--- src/rtl/switch_debouncer_pkg.sv ---
// switch_debouncer_pkg: channel state encoding and default debounce length shared by the debouncer files.
package switch_debouncer_pkg;

   typedef enum logic [1:0] {
      ST_INIT     = 2'd0,
      ST_STABLE   = 2'd1,
      ST_SETTLING = 2'd2
   } chan_state_e;

   // 10 ms of required stability at a 25 MHz system clock
   localparam int C_DEBOUNCE_DEFAULT = 250000;

endpackage

--- src/rtl/debounce_channel.sv ---
// debounce_channel: 2-flop synchronizer plus INIT/STABLE/SETTLING debounce FSM for one switch;
// DEBOUNCE_CHANGE_PULSE_EN adds a one-cycle o_change pulse on each accepted level toggle.
module debounce_channel
   import switch_debouncer_pkg::*;
#(
   parameter int c_debounce = C_DEBOUNCE_DEFAULT
) (
   input  logic i_clock,
   input  logic i_reset,
   input  logic i_raw,
   output logic o_level,
   output logic o_settled
`ifdef DEBOUNCE_CHANGE_PULSE_EN
   ,
   output logic o_change
`endif
);

   localparam int CW = $clog2(c_debounce);
   localparam logic [CW-1:0] CNT_MAX = CW'(c_debounce - 1);

   logic          s1_q, s1_d;
   logic          s2_q, s2_d;
   logic          s3_q, s3_d;
   logic          level_q, level_d;
   logic [CW-1:0] cnt_q, cnt_d;
   chan_state_e   state_q, state_d;

   // synchronizer chain plus one extra tap of s2 so INIT can see whether s2 just moved
   always_comb begin
      s1_d = i_raw;
      s2_d = s1_q;
      s3_d = s2_q;
   end

   // next-state, counter and debounced level; counter is capped at CNT_MAX by construction
   always_comb begin
      state_d = state_q;
      cnt_d   = cnt_q;
      level_d = level_q;
      case (state_q)
         ST_INIT: begin
            if (s2_q != s3_q) begin
               cnt_d = '0;
            end else if (cnt_q == CNT_MAX) begin
               level_d = s2_q;
               cnt_d   = '0;
               state_d = ST_STABLE;
            end else begin
               cnt_d = cnt_q + CW'(1);
            end
         end
         ST_STABLE: begin
            cnt_d   = (s2_q != level_q) ? CW'(1) : '0;
            state_d = (s2_q != level_q) ? ST_SETTLING : ST_STABLE;
         end
         ST_SETTLING: begin
            if (s2_q == level_q) begin
               cnt_d   = '0;
               state_d = ST_STABLE;
            end else if (cnt_q == CNT_MAX) begin
               level_d = s2_q;
               cnt_d   = '0;
               state_d = ST_STABLE;
            end else begin
               cnt_d = cnt_q + CW'(1);
            end
         end
         default: begin
            cnt_d   = '0;
            state_d = ST_INIT;
         end
      endcase
   end

   // state register; reset discards any partial count and restarts initial settling
   always_ff @(posedge i_clock) begin
      if (i_reset) begin
         s1_q    <= 1'b0;
         s2_q    <= 1'b0;
         s3_q    <= 1'b0;
         level_q <= 1'b0;
         cnt_q   <= '0;
         state_q <= ST_INIT;
      end else begin
         s1_q    <= s1_d;
         s2_q    <= s2_d;
         s3_q    <= s3_d;
         level_q <= level_d;
         cnt_q   <= cnt_d;
         state_q <= state_d;
      end
   end

   assign o_level   = level_q;
   assign o_settled = (state_q != ST_INIT);

`ifdef DEBOUNCE_CHANGE_PULSE_EN
   logic change_q, change_d;

   // pulse only when a SETTLING run is accepted, never on INIT completion or bounce-back
   always_comb begin
      change_d = (state_q == ST_SETTLING) && (s2_q != level_q) && (cnt_q == CNT_MAX);
   end

   // register the pulse so it coincides with the edge that toggles the level
   always_ff @(posedge i_clock) begin
      if (i_reset) change_q <= 1'b0;
      else         change_q <= change_d;
   end

   assign o_change = change_q;
`endif

endmodule

--- src/rtl/switch_debouncer.sv ---
// switch_debouncer: two independent debounced switch channels plus a sticky ready flag;
// DEBOUNCE_CHANGE_PULSE_EN adds o_change_1/o_change_2 acceptance pulses.
module switch_debouncer
   import switch_debouncer_pkg::*;
#(
   parameter int c_debounce = C_DEBOUNCE_DEFAULT
) (
   input  logic i_clock,
   input  logic i_reset,
   input  logic i_switch_raw_1,
   input  logic i_switch_raw_2,
   output logic o_switch_1,
   output logic o_switch_2,
   output logic o_ready
`ifdef DEBOUNCE_CHANGE_PULSE_EN
   ,
   output logic o_change_1,
   output logic o_change_2
`endif
);

   logic settled_1, settled_2;
   logic ready_q, ready_d;

   debounce_channel #(.c_debounce(c_debounce)) u_ch1 (
      .i_clock  (i_clock),
      .i_reset  (i_reset),
      .i_raw    (i_switch_raw_1),
      .o_level  (o_switch_1),
      .o_settled(settled_1)
`ifdef DEBOUNCE_CHANGE_PULSE_EN
      ,
      .o_change (o_change_1)
`endif
   );

   debounce_channel #(.c_debounce(c_debounce)) u_ch2 (
      .i_clock  (i_clock),
      .i_reset  (i_reset),
      .i_raw    (i_switch_raw_2),
      .o_level  (o_switch_2),
      .o_settled(settled_2)
`ifdef DEBOUNCE_CHANGE_PULSE_EN
      ,
      .o_change (o_change_2)
`endif
   );

   // ready latches once both channels have left INIT and holds until reset
   always_comb begin
      ready_d = ready_q | (settled_1 & settled_2);
   end

   // ready register
   always_ff @(posedge i_clock) begin
      if (i_reset) ready_q <= 1'b0;
      else         ready_q <= ready_d;
   end

   assign o_ready = ready_q;

endmodule

--- config.mk ---
export PLATFORM = sky130hd
export DESIGN_NAME = switch_debouncer
export DESIGN_NICKNAME = d
export VERILOG_FILES = /design/src/rtl/switch_debouncer_pkg.sv /design/src/rtl/debounce_channel.sv /design/src/rtl/switch_debouncer.sv
export SDC_FILE = /design/constraint.sdc
export NUM_CORES = 1
export LEC_CHECK = 0
export ABC_AREA = 1
export BUFFER_PORTS_ARGS = -buffer_cell sky130_fd_sc_hd__buf_2
export CAP_MARGIN = 20
export CORE_UTILIZATION = 40
export CTS_CLUSTER_DIAMETER = 100
export CTS_CLUSTER_SIZE = 25
export DETAILED_ROUTE_END_ITERATION = 10
export GPL_TIMING_DRIVEN = 1
export MAX_ROUTING_LAYER = met4
export PLACE_DENSITY = 0.56
export SYNTH_ARGS = -nofsm -noshare
export SYNTH_HDL_FRONTEND = slang
export SYNTH_SLANG_ARGS = --single-unit
--- constraint.sdc ---
create_clock -name i_clock -period 4.42 [get_ports i_clock]
set_input_delay 0.884 -clock i_clock [delete_from_list [all_inputs] [get_ports i_clock]]
set_output_delay 0.884 -clock i_clock [all_outputs]
set_load 0.01 [all_outputs]
==> key figures <==
Synth
  – Synth top area cells: dfxtp_1, nand2_1, nor2_1, inv_1, nand3_1
  – Synth Flop Type: dfxtp_1
  – Mapped cell area: 2510 µm²
  – Post-synth top cells: nand2_1, nor2_1, inv_1
  – Synth Register Bits: 49
  – Post-synth EDFFs: 0
  – Top cell type's share of synthesized area: 0.391
  – Top-count cell post-synth: nand2_1
  – Syn_nets: 376
  – Netlist cell types: 32
  – Cell accounting for the most synthesized area: dfxtp_1
  – Synth warnings: 0
  – Register area share after synthesis: 0.391
  – Synth Instances: 370
  – Syn Area/Cell: 6.77 µm²
  – Asr flop ratio synth: 0

Route
  – Vias/cell: 4.71
  – Wire per inst: 10.5 µm
  – Initial DRC count: 73
  – DRT Pass-1 Iters: 4
  – Post-Route WL: 4800 µm
  – DR DRC count: 0
  – Antenna Violating Nets Remaining: 0
  – Via Count: 2149

CTS
  – CTS tree: done
  – Clock root cell: clkbuf_8
  – Cts bufs inserted: 5
  – Clk_lat worst skew: 300 ps
  – Max Buffers Root-to-Sink: 2
  – Postcts setup bufs: 0
  – H-Tree Depth: 2
  – CTS Sinks: 49
  – Post-CTS sizing: 0
  – Worst-path clk slew: 90 ps
  – Hold_buf cts: 0

Power
  – Worst VDD drop: 0.135 mV
  – Pwr dens: 285 nW/µm²
  – P_leak: 1.14 nW

STA
  – Fin. Hold Viols: 0
  – Clock period minus worst slack: 1950 ps
  – Max Clock Freq: 513 MHz
  – RSZ-0062 raised after global routing: no
  – Slew Viols, Final: 0
  – Final setup fails: 0
  – Relative max-transition margin: 0.717
  – Clk_skew: 8.36 ps
  – Final cycle utilization of the critical path: 0.441
  – Setup ws final: 2470 ps
  – Setup TNS: 0 ps
  – Worst Max-Slew Pin Slew: 423 ps

Critical path
  – Crit path to: u_ch2.cnt_q[15]
  – Crit path top cell by count: nand2_1
  – Crit-path max cell delay: 400 ps
  – Crit path max-delay cell type: dfxtp_1
  – Worst path required time: 4630 ps
  – WP depth: 10
  – WP buf/inv: 2
  – FF-to-FF setup slack: 2470 ps
  – Reg-to-reg endpoint: u_ch2.cnt_q[15]
  – Critical path peak fanout: 12
  – Critical path arrival: 2160 ps
  – Critical path origin: u_ch2.cnt_q[0]
  – Family with the most delay on the worst path: simple AND/OR/NAND/NOR gates
  – Worst r2r path cells: 10
  – Worst setup EP type: flip-flop
  – Reg2reg start: u_ch2.cnt_q[0]
  – Crit path kind: flip-flop to flip-flop
  – Critical Path Source Type: flip-flop
  – Cells along the critical path: ha_1 -> nand3_1 -> inv_1 -> nand2_1 -> nor2_2 -> nand2_1 -> nand2_1 -> inv_1 -> nand2_1 -> nor2_1

Floorplan
  – IO Pins: 7
  – Die area: 6590 µm²
  – DIE WIDTH: 81.2 µm
  – Die height: 81.2 µm
  – Initial core utilization: 0.418
  – Area of the core: 5990 µm²
  – Num rows: 28

Global route
  – Global-route wire length before repair: 8450 µm
  – Tot GR Track Use: 0.170
  – Largest net degree at the start of global routing: 16
  – Antenna violations before repair: 0
  – Vias in the first global route: 1960
  – Grt ovf: 0

Cells and area
  – Footprint of the multi-input gates: 1280 µm²
  – NumNets Final: 386
  – Layout area overhead: 7.89%
  – Post-layout util: 0.451
  – Fillers: 628
  – Seq. cell area: 981 µm²
  – Antenna cells: 0
  – Layout cell share with drive strength beyond 1: 0.0997

Place
  – DP Worst Slack: 2440 ps
  – Dpl hpwl: 3630 µm
  – RePlAce Congestion: 0.825
  – PortBufs: 6

Min path
  – Hold Path Class: flip-flop to flip-flop

Outcome
  – Status: finished clean

Job
  – Max cap viols: 0
cells in the final DEF (no fill, tap or decap), drive strengths merged, types with 2 or more instances in the layout:
master  instances
a21oi           8
o21ai           7
inv            57
ha              2
nor3           16
xor2           10
nor2           80
buf             6
o21bai          2
nand3          21
dfxtp          49
nand2          91
clkbuf          6
nand4          14
xnor2           3
clkinv          3
worst min-delay path, cell delays in order, from the launching register on:
cell	delay, ps
dfxtp_1	310
inv_1	40
nor2_1	30
flip-flops by register name (all words and copies together) (netlist names), 2 cells and up:
signal         count
u_ch2.cnt_q       18
u_ch2.state_q      2
u_ch1.cnt_q       18
u_ch1.state_q      2
metal layers:
layer | wire (µm) | share of wire | vias up | global-route usage
met5 | 0 | 0 | - | -
met4 | 51 | 0.011 | 0 | 0.0429
met2 | 1970 | 0.41 | 27 | 0.251
met3 | 128 | 0.027 | 6 | 0.0371
met1 | 2650 | 0.55 | 943 | 0.233
li1 | - | - | 1173 | -
power by group:
part           switching [W]  leakage, nW  total (W)  internal [W]
clock network       0.000157       0.0512   0.000284      0.000127
registers         0.00000518        0.397   0.000453      0.000448
logic              0.0000227        0.692  0.0000333     0.0000106
layout make-up:
class / count / share of cell area
Multi-Input combinational cell: 260 / 0.475
Sequential cell: 49 / 0.363
Inverter: 58 / 0.0810
Tap cell: 75 / 0.0347
Clock buffer: 6 / 0.0305
Timing Repair Buffer: 6 / 0.0111
Clock inverter: 2 / 0.00509
cell families after synthesis:
group           synth area share
flops                      0.391
compound gates            0.0394
fa+ha+maj                0.00998
simple gates               0.414
buf+inv                   0.0964
xor+xnor                  0.0484
through the flow:
| step | hold slack [ps] | cells | cell area [µm²] | power [W] |
|---|---|---|---|---|
| floorplan | 388 | 370 | 2510 | 0.000491 |
| detailed placement | 399 | 448 | 2610 | 0.000497 |
| global route | 438 | 456 | 2700 | 0.000802 |
| finish | 412 | 456 | 2700 | 0.000771 |
| CTS | 415 | 456 | 2700 | 0.000779 |
| global placement | 395 | 448 | 2610 | 0.000497 |
how the worst min path moves through the flow:
stage,from,endpoint,slack (ps),depth (start not counted)
6_report,u_ch2.s1_q,u_ch2.s2_q,410,2
5_1_grt,u_ch2.s1_q,u_ch2.s2_q,440,2
4_1_cts,u_ch2.s1_q,u_ch2.s2_q,420,2
3_5_place_dp,u_ch2.s1_q,u_ch2.s2_q,400,2
3_3_place_gp,u_ch2.s1_q,u_ch2.s2_q,400,2
2_1_floorplan,u_ch1.s1_q,u_ch1.s2_q,390,2
No activity file was read; power rests on OpenSTA's default activity.
